`src/rtl/led_cnt_bank_if.sv`:
```
// Configuration write bus for led_cnt_bank.
//   wr_en   : write strobe (master -> slave)
//   wr_ch   : target channel, ChW = max(1, clog2(NUM_CH)) bits
//   wr_div  : divisor; 0 selects the fixed one-second half-period
//   wr_mode : 00 OFF, 01 BLINK, 10 ONESHOT, 11 ON
//   wr_rdy  : 1 = a write presented this cycle is accepted (slave -> master)
interface led_cnt_bank_if #(
  parameter int unsigned NUM_CH = 4,
  parameter int unsigned DIV_W  = 12
);
  localparam int unsigned ChW = (NUM_CH > 1) ? $clog2(NUM_CH) : 1;

  logic             wr_en;
  logic [ChW-1:0]   wr_ch;
  logic [DIV_W-1:0] wr_div;
  logic [1:0]       wr_mode;
  logic             wr_rdy;

  modport master (output wr_en, wr_ch, wr_div, wr_mode, input wr_rdy);
  modport slave  (input wr_en, wr_ch, wr_div, wr_mode, output wr_rdy);
endinterface

```
`src/rtl/led_cnt_bank.sv`:
```
// Multi-channel LED blink generator. Each channel runs a half-period counter and toggles its LED
// when the counter reaches the channel period. Periods are MAX_CNT/div (clamped to >=1), or
// SEC1_CNT for div==0, produced by one shared restoring divider (one quotient bit per cycle).
// Rising LED edges set sticky, maskable status bits and start stretched per-channel IRQ pulses.
// Ports:
//   clk100, rst_n : clock, asynchronous active-low reset
//   wr_bus_io     : configuration write bus (slave side)
//   irq_en_i      : interrupt mask per channel
//   irq_clr_i     : write-one-to-clear for irq_status_o
//   led_o         : LED outputs
//   mode_o        : current mode per channel, ch0 in [1:0]
//   irq_status_o  : sticky rise status
//   irq_pulse_o   : INT_STRETCH-cycle pulse per rising LED edge
//   irq_o         : OR of masked status
module led_cnt_bank #(
  parameter int unsigned      NUM_CH      = 4,
  parameter int unsigned      DIV_W       = 12,
  parameter int unsigned      CNT_W       = 32,
  parameter logic [CNT_W-1:0] MAX_CNT     = '1,
  parameter logic [CNT_W-1:0] SEC1_CNT    = CNT_W'(32'h05F5_E100),
  parameter logic [1:0]       RST_MODE    = 2'b01,
  parameter int unsigned      INT_STRETCH = 21
) (
  input  logic                clk100,
  input  logic                rst_n,
  led_cnt_bank_if.slave       wr_bus_io,
  input  logic [NUM_CH-1:0]   irq_en_i,
  input  logic [NUM_CH-1:0]   irq_clr_i,
  output logic [NUM_CH-1:0]   led_o,
  output logic [2*NUM_CH-1:0] mode_o,
  output logic [NUM_CH-1:0]   irq_status_o,
  output logic [NUM_CH-1:0]   irq_pulse_o,
  output logic                irq_o
);
  localparam int unsigned ChW    = (NUM_CH > 1) ? $clog2(NUM_CH) : 1;
  localparam int unsigned BitW   = $clog2(CNT_W + 1);
  localparam int unsigned PulseW = $clog2(INT_STRETCH + 1);
  localparam logic [BitW-1:0]   BitsL    = BitW'(CNT_W);
  localparam logic [PulseW-1:0] StretchL = PulseW'(INT_STRETCH);

  localparam logic [1:0] ModeOff     = 2'b00;
  localparam logic [1:0] ModeBlink   = 2'b01;
  localparam logic [1:0] ModeOneshot = 2'b10;
  localparam logic [1:0] ModeOn      = 2'b11;

  typedef enum logic [0:0] {StIdle, StDiv} state_e;
  state_e state_q, state_d;

  // Divider state
  logic [ChW-1:0]   div_ch_q, div_ch_d;
  logic [DIV_W-1:0] dvsr_q, dvsr_d;
  logic [CNT_W-1:0] rem_q, rem_d;
  logic [CNT_W-1:0] quo_q, quo_d;  // dividend shifts out of the top, quotient in at the bottom
  logic [BitW-1:0]  bit_q, bit_d;

  logic [CNT_W:0]   rem_sh, dvsr_ext;
  logic             q_bit;
  logic [CNT_W-1:0] rem_nxt, quo_nxt, quo_clamp;

  // Channel state
  logic [CNT_W-1:0]  cnt_q [NUM_CH];
  logic [CNT_W-1:0]  cnt_d [NUM_CH];
  logic [CNT_W-1:0]  period_q [NUM_CH];
  logic [CNT_W-1:0]  period_d [NUM_CH];
  logic [1:0]        mode_q [NUM_CH];
  logic [1:0]        mode_d [NUM_CH];
  logic [PulseW-1:0] pulse_q [NUM_CH];
  logic [PulseW-1:0] pulse_d [NUM_CH];
  logic [NUM_CH-1:0] led_q, led_d, led_prev_q;
  logic [NUM_CH-1:0] status_q, status_d;
  logic [NUM_CH-1:0] rise;

  logic [31:0] wr_ch_ext, div_ch_ext;
  logic        wr_acc, wr_ch_ok, div_start, div_done;

  assign wr_ch_ext  = 32'(wr_bus_io.wr_ch);
  assign div_ch_ext = 32'(div_ch_q);
  assign wr_acc     = wr_bus_io.wr_en && (state_q == StIdle);
  assign wr_ch_ok   = wr_ch_ext < NUM_CH;
  // Out-of-range channels are accepted but never start the divider
  assign div_start  = wr_acc && wr_ch_ok && (wr_bus_io.wr_div != '0);
  assign div_done   = (state_q == StDiv) && (bit_q == BitW'(1));

  // FSM: state register
  always_ff @(posedge clk100 or negedge rst_n) begin
    if (!rst_n) begin
      state_q <= StIdle;
    end else begin
      state_q <= state_d;
    end
  end

  // FSM: next state
  always_comb begin
    state_d = state_q;
    unique case (state_q)
      StIdle:  if (div_start) state_d = StDiv;
      StDiv:   if (div_done)  state_d = StIdle;
      default: state_d = StIdle;
    endcase
  end

  // FSM: outputs
  always_comb begin
    wr_bus_io.wr_rdy = (state_q == StIdle);
  end

  // One restoring-division step
  always_comb begin
    rem_sh              = {rem_q, quo_q[CNT_W-1]};
    dvsr_ext            = '0;
    dvsr_ext[DIV_W-1:0] = dvsr_q;
    q_bit               = (rem_sh >= dvsr_ext);
    // The true difference is below the divisor, so the low CNT_W bits are exact
    rem_nxt   = q_bit ? (rem_sh[CNT_W-1:0] - dvsr_ext[CNT_W-1:0]) : rem_sh[CNT_W-1:0];
    quo_nxt   = {quo_q[CNT_W-2:0], q_bit};
    quo_clamp = (quo_nxt == '0) ? CNT_W'(1) : quo_nxt;
  end

  always_comb begin
    div_ch_d = div_ch_q;
    dvsr_d   = dvsr_q;
    rem_d    = rem_q;
    quo_d    = quo_q;
    bit_d    = bit_q;
    if (div_start) begin
      div_ch_d = wr_bus_io.wr_ch;
      dvsr_d   = wr_bus_io.wr_div;
      rem_d    = '0;
      quo_d    = MAX_CNT;
      bit_d    = BitsL;
    end else if (state_q == StDiv) begin
      rem_d = rem_nxt;
      quo_d = quo_nxt;
      bit_d = bit_q - BitW'(1);
    end
  end

  // Channel counters, LEDs and modes
  always_comb begin
    cnt_d    = cnt_q;
    period_d = period_q;
    mode_d   = mode_q;
    led_d    = led_q;
    for (int unsigned c = 0; c < NUM_CH; c++) begin
      if (wr_acc && wr_ch_ok && (wr_ch_ext == c)) begin
        mode_d[c] = wr_bus_io.wr_mode;
        cnt_d[c]  = '0;
        // ONESHOT starts from a dark LED so its two toggles give exactly one lit phase
        if (wr_bus_io.wr_mode == ModeOn) begin
          led_d[c] = 1'b1;
        end else if (wr_bus_io.wr_mode != ModeBlink) begin
          led_d[c] = 1'b0;
        end
        if (wr_bus_io.wr_div == '0) period_d[c] = SEC1_CNT;
      end else if ((state_q == StDiv) && (div_ch_ext == c)) begin
        // Target channel is held until its new period lands
        cnt_d[c] = '0;
        if (div_done) period_d[c] = quo_clamp;
      end else begin
        unique case (mode_q[c])
          ModeOff: begin
            cnt_d[c] = '0;
            led_d[c] = 1'b0;
          end
          ModeOn: begin
            cnt_d[c] = '0;
            led_d[c] = 1'b1;
          end
          ModeBlink, ModeOneshot: begin
            if (cnt_q[c] >= period_q[c]) begin
              cnt_d[c] = '0;
              if ((mode_q[c] == ModeOneshot) && led_q[c]) begin
                led_d[c]  = 1'b0;
                mode_d[c] = ModeOff;
              end else begin
                led_d[c] = ~led_q[c];
              end
            end else begin
              cnt_d[c] = cnt_q[c] + CNT_W'(1);
            end
          end
          default: cnt_d[c] = '0;
        endcase
      end
    end
  end

  // Interrupt status and stretched pulses
  always_comb begin
    rise     = led_q & ~led_prev_q;
    status_d = (status_q & ~irq_clr_i) | rise;  // a new rise beats a same-cycle clear
    pulse_d  = pulse_q;
    for (int unsigned c = 0; c < NUM_CH; c++) begin
      if (rise[c]) begin
        pulse_d[c] = StretchL;
      end else if (pulse_q[c] != '0) begin
        pulse_d[c] = pulse_q[c] - PulseW'(1);
      end
    end
  end

  always_ff @(posedge clk100 or negedge rst_n) begin
    if (!rst_n) begin
      cnt_q      <= '{default: '0};
      period_q   <= '{default: SEC1_CNT};
      mode_q     <= '{default: RST_MODE};
      pulse_q    <= '{default: '0};
      led_q      <= '0;
      led_prev_q <= '0;
      status_q   <= '0;
      div_ch_q   <= '0;
      dvsr_q     <= '0;
      rem_q      <= '0;
      quo_q      <= '0;
      bit_q      <= '0;
    end else begin
      cnt_q      <= cnt_d;
      period_q   <= period_d;
      mode_q     <= mode_d;
      pulse_q    <= pulse_d;
      led_q      <= led_d;
      led_prev_q <= led_q;
      status_q   <= status_d;
      div_ch_q   <= div_ch_d;
      dvsr_q     <= dvsr_d;
      rem_q      <= rem_d;
      quo_q      <= quo_d;
      bit_q      <= bit_d;
    end
  end

  always_comb begin
    led_o        = led_q;
    irq_status_o = status_q;
    irq_o        = |(status_q & irq_en_i);
    mode_o       = '0;
    irq_pulse_o  = '0;
    for (int unsigned c = 0; c < NUM_CH; c++) begin
      mode_o[2*c +: 2] = mode_q[c];
      irq_pulse_o[c]   = (pulse_q[c] != '0);
    end
  end

endmodule

```
`src/flat_wrapper.sv`:
```
// flat-port wrapper written by rule: the top's interface ports become plain ports
module led_cnt_bank_flat 
#(
  parameter int unsigned      NUM_CH      = 4,
  parameter int unsigned      DIV_W       = 12,
  parameter int unsigned      CNT_W       = 32,
  parameter logic [CNT_W-1:0] MAX_CNT     = '1,
  parameter logic [CNT_W-1:0] SEC1_CNT    = CNT_W'(32'h05F5_E100),
  parameter logic [1:0]       RST_MODE    = 2'b01,
  parameter int unsigned      INT_STRETCH = 21
)
  (clk100, rst_n, irq_en_i, irq_clr_i, led_o, mode_o, irq_status_o, irq_pulse_o, irq_o, wr_bus_io_wr_en, wr_bus_io_wr_ch, wr_bus_io_wr_div, wr_bus_io_wr_mode, wr_bus_io_wr_rdy);
  led_cnt_bank_if #(.NUM_CH(NUM_CH), .DIV_W(DIV_W)) wr_bus_io_i ();
  input  logic clk100;
  input  logic rst_n;
  input  logic [NUM_CH-1:0] irq_en_i;
  input  logic [NUM_CH-1:0] irq_clr_i;
  output logic [NUM_CH-1:0] led_o;
  output logic [2*NUM_CH-1:0] mode_o;
  output logic [NUM_CH-1:0] irq_status_o;
  output logic [NUM_CH-1:0] irq_pulse_o;
  output logic irq_o;
  input wire logic [$bits(wr_bus_io_i.wr_en)-1:0] wr_bus_io_wr_en;
  input wire logic [$bits(wr_bus_io_i.wr_ch)-1:0] wr_bus_io_wr_ch;
  input wire logic [$bits(wr_bus_io_i.wr_div)-1:0] wr_bus_io_wr_div;
  input wire logic [$bits(wr_bus_io_i.wr_mode)-1:0] wr_bus_io_wr_mode;
  output wire logic [$bits(wr_bus_io_i.wr_rdy)-1:0] wr_bus_io_wr_rdy;
  assign wr_bus_io_i.wr_en = wr_bus_io_wr_en;
  assign wr_bus_io_i.wr_ch = wr_bus_io_wr_ch;
  assign wr_bus_io_i.wr_div = wr_bus_io_wr_div;
  assign wr_bus_io_i.wr_mode = wr_bus_io_wr_mode;
  assign wr_bus_io_wr_rdy = wr_bus_io_i.wr_rdy;
  led_cnt_bank #(.NUM_CH(NUM_CH), .DIV_W(DIV_W), .CNT_W(CNT_W), .MAX_CNT(MAX_CNT), .SEC1_CNT(SEC1_CNT), .RST_MODE(RST_MODE), .INT_STRETCH(INT_STRETCH)) u_core (.clk100(clk100), .rst_n(rst_n), .wr_bus_io(wr_bus_io_i), .irq_en_i(irq_en_i), .irq_clr_i(irq_clr_i), .led_o(led_o), .mode_o(mode_o), .irq_status_o(irq_status_o), .irq_pulse_o(irq_pulse_o), .irq_o(irq_o));
endmodule
```
`config.mk`:
```
export PLATFORM = sky130hd
export DESIGN_NAME = led_cnt_bank_flat
export DESIGN_NICKNAME = d
export VERILOG_FILES = /design/src/rtl/led_cnt_bank_if.sv /design/src/rtl/led_cnt_bank.sv /design/src/flat_wrapper.sv
export SDC_FILE = /design/constraint.sdc
export NUM_CORES = 1
export LEC_CHECK = 0
export BUFFER_PORTS_ARGS = -buffer_cell sky130_fd_sc_hd__buf_2
export CAP_MARGIN = 20
export CORE_ASPECT_RATIO = 0.8
export CORE_MARGIN = 2
export CORE_UTILIZATION = 52
export CTS_CLUSTER_DIAMETER = 30
export DETAILED_ROUTE_END_ITERATION = 16
export MAX_ROUTING_LAYER = met4
export PLACE_DENSITY = 0.78
export SYNTH_ARGS = -nofsm -noshare
export SYNTH_HDL_FRONTEND = slang
export SYNTH_SLANG_ARGS = --single-unit
```
`constraint.sdc`:
```
create_clock -name clk100 -period 3.5 [get_ports clk100]
set_input_delay 0.525 -clock clk100 [delete_from_list [all_inputs] [get_ports clk100]]
set_output_delay 0.525 -clock clk100 [all_outputs]
set_load 0.02 [all_outputs]
```
==> flow_summary.yaml, run 1 <==
setup_path:
  worstSetupPathType: "reg2reg"
  crit_path_end_kind: "register"
  worstPathCellList: "ha_1 -> a21o_1 -> a21oi_1 -> a211oi_1 -> nor2_1 -> nand4_1 -> and3_1 -> or3_1"
  crit_path_max_fanout: 6
  start_kind: "register"
  crit_family: "simple AND/OR/NAND/NOR gates"
  critPathBufInv: 0
  slowest_delay_ps: 450
  slowest_stage: "nor2_1"
  r2r-start: "u_core.rem_q[3]"
  arrival_ps: 3480
  startpoint: "u_core.rem_q[3]"
  crit_required_ps: 3940
floorplan:
  ioPinCount: 49
  die_h_um: 182.2
  start_util_pct: 52.54
  die-area_sq_um: 41310
  num_rows: 65
  core_area_sq_um: 39280
  die-width_um: 226.7
yosys:
  synth_flop_cell: "dfrtp_1"
  postSynthAreaPerCell_sq_um: 9.680
  async_flop_share_pct: 100.0
  ys_types: 70
  synth_top_area_cell: "dfrtp_1"
  synthTopCellsByArea: "dfrtp_1 40%, ha_1 10%, dfstp_2 6.6%"
  synth_simple_gate_area_share_pct: 16.90
  yosys.area.top_type_share_pct: 39.89
  ys_seq_area_share_pct: 46.51
  synth_top_family_by_area: "simple AND/OR/NAND/NOR gates"
  yosysWarnings: 0
  syn-num-nets: 2326
  synth.ff_latch_count: 381
  synth_fa_ha_area_share_pct: 10.16
  synth-edff-count: 0
  syn_inst: 2132
  netlist_top_cells_count: "329 x dfrtp_1, 274 x nor2_1, 193 x inv_1"
  synth-xor-area-share_pct: 6.281
  synth_compound_area_share_pct: 12.76
  syn_area_sq_um: 20640
  synth.area.mux_share_pct: 2.389
  yosysMostFrequentCell: "dfrtp_1"
global_routing:
  antenna_found_initial: 0
  grt-ovfl-total: 0
  grt_pass1_vias: 16210
  grt_usage_pct: 25.94
  grt_pass1_wl_mm: 83.67
  grt_max_degree: 106
drt:
  routed_wl_mm: 50.46
  first_pass_iters: 5
  wl_per_cell_um: 18.04
  drt-initial-drc-count: 1695
  vias_per_cell: 5.813
  antenna_left: 0
  drc_errors: 0
  dr_total_vias: 16260
cells_and_area:
  n_antenna_cell: 0
  final.fill_count: 3028
  multi_input_area_sq_um: 10030
  final_area_sq_um: 23860
  area_delta_synth_final_pct: 15.59
  drive_above_1_share_pct: 12.47
  nets: 2406
  area.sequential_sq_um: 9603
cts:
  cts-root-buf: "clkbuf_16"
  clk_latency_ps: 580
  htreeDepth: 3
  hold_buffers: 0
  tritoncts: "done"
  cts_buffers: 68
  cts-resized-gates: 0
  cts_sinks: 381
  post_cts_buffers: 0
  clk_pin_slew_ps: 40
  clockBufferDepth: 3
sta:
  tns_ps: 0
  rsz0062_at_grt: "false"
  timing.final.crit_period_ps: 3034
  worst_pin_slew_ps: 1011
  fin_worst_skew_ps: 31.11
  hold_violations: 0
  setup_viol: 0
  fmax_mhz: 329.6
  slew_viol_final: 0
  slew_headroom_pct: 31.66
  post-route-period-util_pct: 86.68
power:
  powerDensity_nw_per_um2: 549.6
  switchingPower_uw: 3569
  p_int_uw: 9544
  power_frac_clock_pct: 49.2
  power_frac_seq_pct: 38.2
  power_frac_comb_pct: 12.6
  p_sw_share_pct: 27.22
  cellLeakagePower_uw: 0.01090
  vdd_ir_drop_max_v: 0.0004191
placed_design:
  dpl.hpwl_mm: 34.11
  placed_cell_area_sq_um: 21590
  place.gp.congestion: 0.9204
  port_buffers: 48
flow_run:
  drv_cap: 0
run_status:
  outcome: "complete, no violations"
min_path:
  hold_path_class: "in2async"
[metal layers]
metal,routed length [um],GRT usage [%],part of all wire (%),up-vias
li1,-,-,-,7611
met1,22750,35.10,45,7973
met2,22770,38.78,45,549
met3,3370,5.378,6.7,125
met4,1567,9.158,3.1,0
met5,0,-,0,-
[worst paths after layout]
path | end | slack [ps] | depth (start not counted)
max | u_core.rem_q[26] | 470 | 8
min | u_core.rem_q[4] | 20 | 1
max reg2reg | u_core.rem_q[26] | 470 | 8
min reg2reg | u_core.led_prev_q[1] | 470 | 0
max in group asynchronous | u_core.period_q[79] | 2550 | 2
min in group clk100 | u_core.irq_status_o[2] | 120 | 2
[placed cells by master, fill, tap and decap left out, types with 71 or more instances in the layout]
cell / netlist / final
a21oi_1: 108 / 105
a22o_1: 78 / 78
clkbuf_16: 0 / 71
dfrtp_1: 329 / 328
ha_1: 166 / 166
inv_1: 193 / 193
nand2_1: 151 / 150
nand3_1: 95 / 95
nor2_1: 274 / 274
xor2_1: 81 / 81
[state kept, by name, indices dropped and copies added (netlist names)]
signal	count
u_core.cnt_q	128
u_core.state_q	1
u_core.div_ch_q	2
u_core.bit_q	6
u_core.mode_o	8
u_core.period_q	128
u_core.quo_q	32
u_core.rem_q	32
u_core.dvsr_q	12
u_core.led_prev_q	4
u_core.led_o	4
u_core.irq_status_o	4
u_core.pulse_q	20
[cells by family after synthesis]
group	after synthesis
AOI/OAI and AO/OA	385
xor gates and xnor gates	148
DFF	381
and+or+nand+nor	737
muxes	48
buffers and inverters	266
adders and majority gates	167
[power groups by stage]
stage	Combinational (uW)	Sequential (uW)	Clock, uW
2_1_floorplan	1180	5010	0
3_3_place_gp	1550	5040	0
3_5_place_dp	1630	5060	0
4_1_cts	1650	5000	6540
5_1_grt	1870	5050	6770
6_report	1650	5010	6450
[cell type report]
cell class,instances,area share (%)
clock buffer,84,8.030
clock inverter,35,1.474
inverter,193,3.037
multi-input combinational,1485,42.04
sequential,381,40.25
tap,536,2.811
timing repair buffer,83,2.360
[per-stage QoR]
step / std cells / power (uW) / setup WS (ps) / hold WS [ps] / util [%]
final: 2797 / 13110 / 466.2 / 21.23 / 60.73
after global routing: 2797 / 13690 / 287.0 / 82.37 / 60.73
after CTS: 2797 / 13190 / 506.7 / 51.02 / 60.73
after detailed placement: 2678 / 6694 / 524.8 / 454.7 / 54.96
after global placement: 2678 / 6596 / 622.6 / 453.2 / 54.96
after floorplan: 2132 / 6193 / 896.5 / 229.4 / -
[worst register-to-register path, delay by kind of cell (launching register included)]
family          cells  cell delay, ps
simple gates        4            1470
flops               1             390
compound gates      3             680
fa+ha+maj           1             380
Power figures use the tool's default switching activity.
==> run 2, diff against run 1 <==
- ABC_AREA: unset -> 1
==> run 2 against run 1 <==
Compared with the run above:
- synthesized cell count grew 34%
- routed wire length is 34% higher
- first-iteration DRC count up 32%
==> flow_summary.yaml, run 2 <==
setup_path:
  crit_path_end_kind: "register"
  r2r-start: "u_core.state_q"
  critPathBufInv: 3
  crit_path_max_fanout: 20
  start_kind: "register"
  startpoint: "u_core.state_q"
  slowest_stage: "nand2_1"
  slowest_delay_ps: 530
  worstSetupPathType: "reg2reg"
  crit_required_ps: 4010
  crit_family: "simple AND/OR/NAND/NOR gates"
  crit_top_cell: "inv_2"
  cp.depth: 9
  arrival_ps: 3490
  worstPathCellList: "inv_2 -> nand2_2 -> nor3_4 -> nor2_2 -> nor2_4 -> inv_2 -> nand2_1 -> inv_2 -> a22oi_1"
  worst_r2r_path_depth: 9
cells_and_area:
  top_regs: "u_core.cnt_q (128), u_core.period_q (128)"
  drive_above_1_share_pct: 11.44
  area_delta_synth_final_pct: 15.06
  nets: 3138
  post-route-util_pct: 60.45
  final_area_sq_um: 26020
  mostFrequentLayoutCells: "547 x nand2_1, 434 x inv_1, 328 x dfrtp_1"
  final.fill_count: 3727
  final_common_cell: "nand2_1"
min_path:
  hold_path_class: "in2reg"
  worstHoldStart: "irq_clr_i[2]"
  hold_depth: 2
sta:
  worst_pin_slew_ps: 960.1
  tns_ps: 0
  setup_viol: 0
  slew_headroom_pct: 35.84
  fmax_mhz: 335.2
  post-route-period-util_pct: 85.23
  timing.final.crit_period_ps: 2983
  rsz0062_at_grt: "false"
  slew_viol_final: 0
  hold_violations: 0
  fin_worst_skew_ps: 32.23
yosys:
  synth.ff_latch_count: 381
  synth-edff-count: 0
  syn_area_sq_um: 22620
  postSynthAreaPerCell_sq_um: 7.905
  yosysMostFrequentCell: "nand2_1"
  synth_top_area_cell: "dfrtp_1"
  syn-num-nets: 3055
  synthTopCellsByArea: "dfrtp_1 36%, ha_1 9.2%, nand2_1 9.1%"
  netlist_top_cells_count: "547 x nand2_1, 434 x inv_1, 329 x dfrtp_1"
  async_flop_share_pct: 100.0
  yosys.area.top_type_share_pct: 36.40
  synth_flop_cell: "dfrtp_1"
  syn_inst: 2861
  yosysWarnings: 0
  ys_types: 47
  ys_seq_area_share_pct: 42.44
floorplan:
  ioPinCount: 49
  die-area_sq_um: 45190
  start_util_pct: 52.53
  die_h_um: 190.5
  num_rows: 68
  die-width_um: 237.2
  core_area_sq_um: 43050
cts:
  cts_buffers: 75
  post_cts_buffers: 0
  clockBufferDepth: 3
  clk_pin_slew_ps: 50
  cts-root-buf: "clkbuf_16"
  htreeDepth: 3
  cts_sinks: 381
  clk_latency_ps: 610
  tritoncts: "done"
power:
  vdd_ir_drop_max_v: 0.0003931
  power_frac_clock_pct: 61.2
  powerDensity_nw_per_um2: 450.7
  p_total_uw: 11730
  p_int_uw: 9130
  switchingPower_uw: 2598
  p_sw_share_pct: 22.15
  cellLeakagePower_uw: 0.01310
  power_frac_seq_pct: 37.7
  power_frac_comb_pct: 1.1
placed_design:
  place.gp.congestion: 0.9861
  placed_cell_area_sq_um: 23460
  dpl.hpwl_mm: 47.97
  port_buffers: 48
drt:
  drt-initial-drc-count: 2242
  antenna_left: 0
  routed_wl_mm: 67.39
  wl_per_cell_um: 18.89
  drc_errors: 0
  vias_per_cell: 5.825
  dr_total_vias: 20780
  first_pass_iters: 6
flow_run:
  drv_cap: 0
global_routing:
  grt_pass1_wl_mm: 107.3
  grt-ovfl-total: 0
  grt_usage_pct: 31.03
  grt_pass1_vias: 20200
  antenna_found_initial: 1
  grt_max_degree: 74
run_status:
  outcome: "complete, no violations"
run 2: cell types whose count changed after synthesis, moves of 56 or more:
cell     delta
o21ai_0    +69
nand4_1    +56
nand3_1    +75
o22ai_1    +76
nand2_1   +396
nor3_1     +94
inv_1     +241
a22o_1     -78
run 2: per-layer routing:
| layer | part of all wire, % | wire length, um | up-vias | track usage [%] |
|---|---|---|---|---|
| met5 | 0 | 0 | - | - |
| met4 | 3.7 | 2491 | 0 | 11.76 |
| met3 | 9.7 | 6535 | 197 | 7.947 |
| met2 | 44 | 29340 | 1058 | 45.93 |
| met1 | 43 | 29030 | 9846 | 41.18 |
| li1 | - | - | 9677 | - |
run 2: through the flow:
stage	setup WS [ps]	hold slack (ps)	instances
2_1_floorplan	1430	229.4	2861
5_1_grt	231.2	97.94	3567
3_3_place_gp	692.3	435.4	3426
4_1_cts	580.1	97.87	3566
3_5_place_dp	620.5	448.7	3426
6_report	516.9	116.2	3567
run 2: kinds of logic after synthesis:
logic type,share of synthesized area (%)
buffers and inverters,8.962
xor gates and xnor gates,2.246
AOI/OAI and AO/OA,10.22
adders and majority gates,9.272
DFF,42.44
and+or+nand+nor,26.85
run 2: what timing repair did:
item	CTS	global route
hold buffers	1	0
resized for setup	0	0
endpoints found under the hold margin	59	0
run 2: final cells by class:
cell class / instances / area (sq um) / share of cell area (%)
Antenna cell: 1 / 2.502 / 0.009616
Clock buffer: 96 / 2090 / 8.030
Clock inverter: 43 / 459.2 / 1.765
Inverter: 450 / 1689 / 6.491
Multi-Input combinational cell: 1962 / 11000 / 42.25
Sequential cell: 381 / 9600 / 36.89
Tap cell: 560 / 700.7 / 2.693
Timing Repair Buffer: 74 / 485.5 / 1.866
run 2: worst paths after layout:
| check | endpoint | slack, ps |
|---|---|---|
| setup / recovery | u_core.period_q[21] | 520 |
| hold reg to reg | u_core.led_prev_q[0] | 460 |
| max in group asynchronous | u_core.period_q[107] | 2110 |
| hold / removal | u_core.irq_status_o[2] | 120 |
| min in group asynchronous | u_core.dvsr_q[10] | 480 |
| setup reg to reg | u_core.period_q[21] | 520 |
run 2: power by group through the flow:
stage | logic, uW | registers (uW) | clock network (uW)
finish | 131 | 4420 | 7180
global route | 151 | 4410 | 7500
CTS | 137 | 4420 | 7250
detailed placement | 135 | 4490 | 0
global placement | 132 | 4490 | 0
floorplan | 4.55 | 4490 | 0
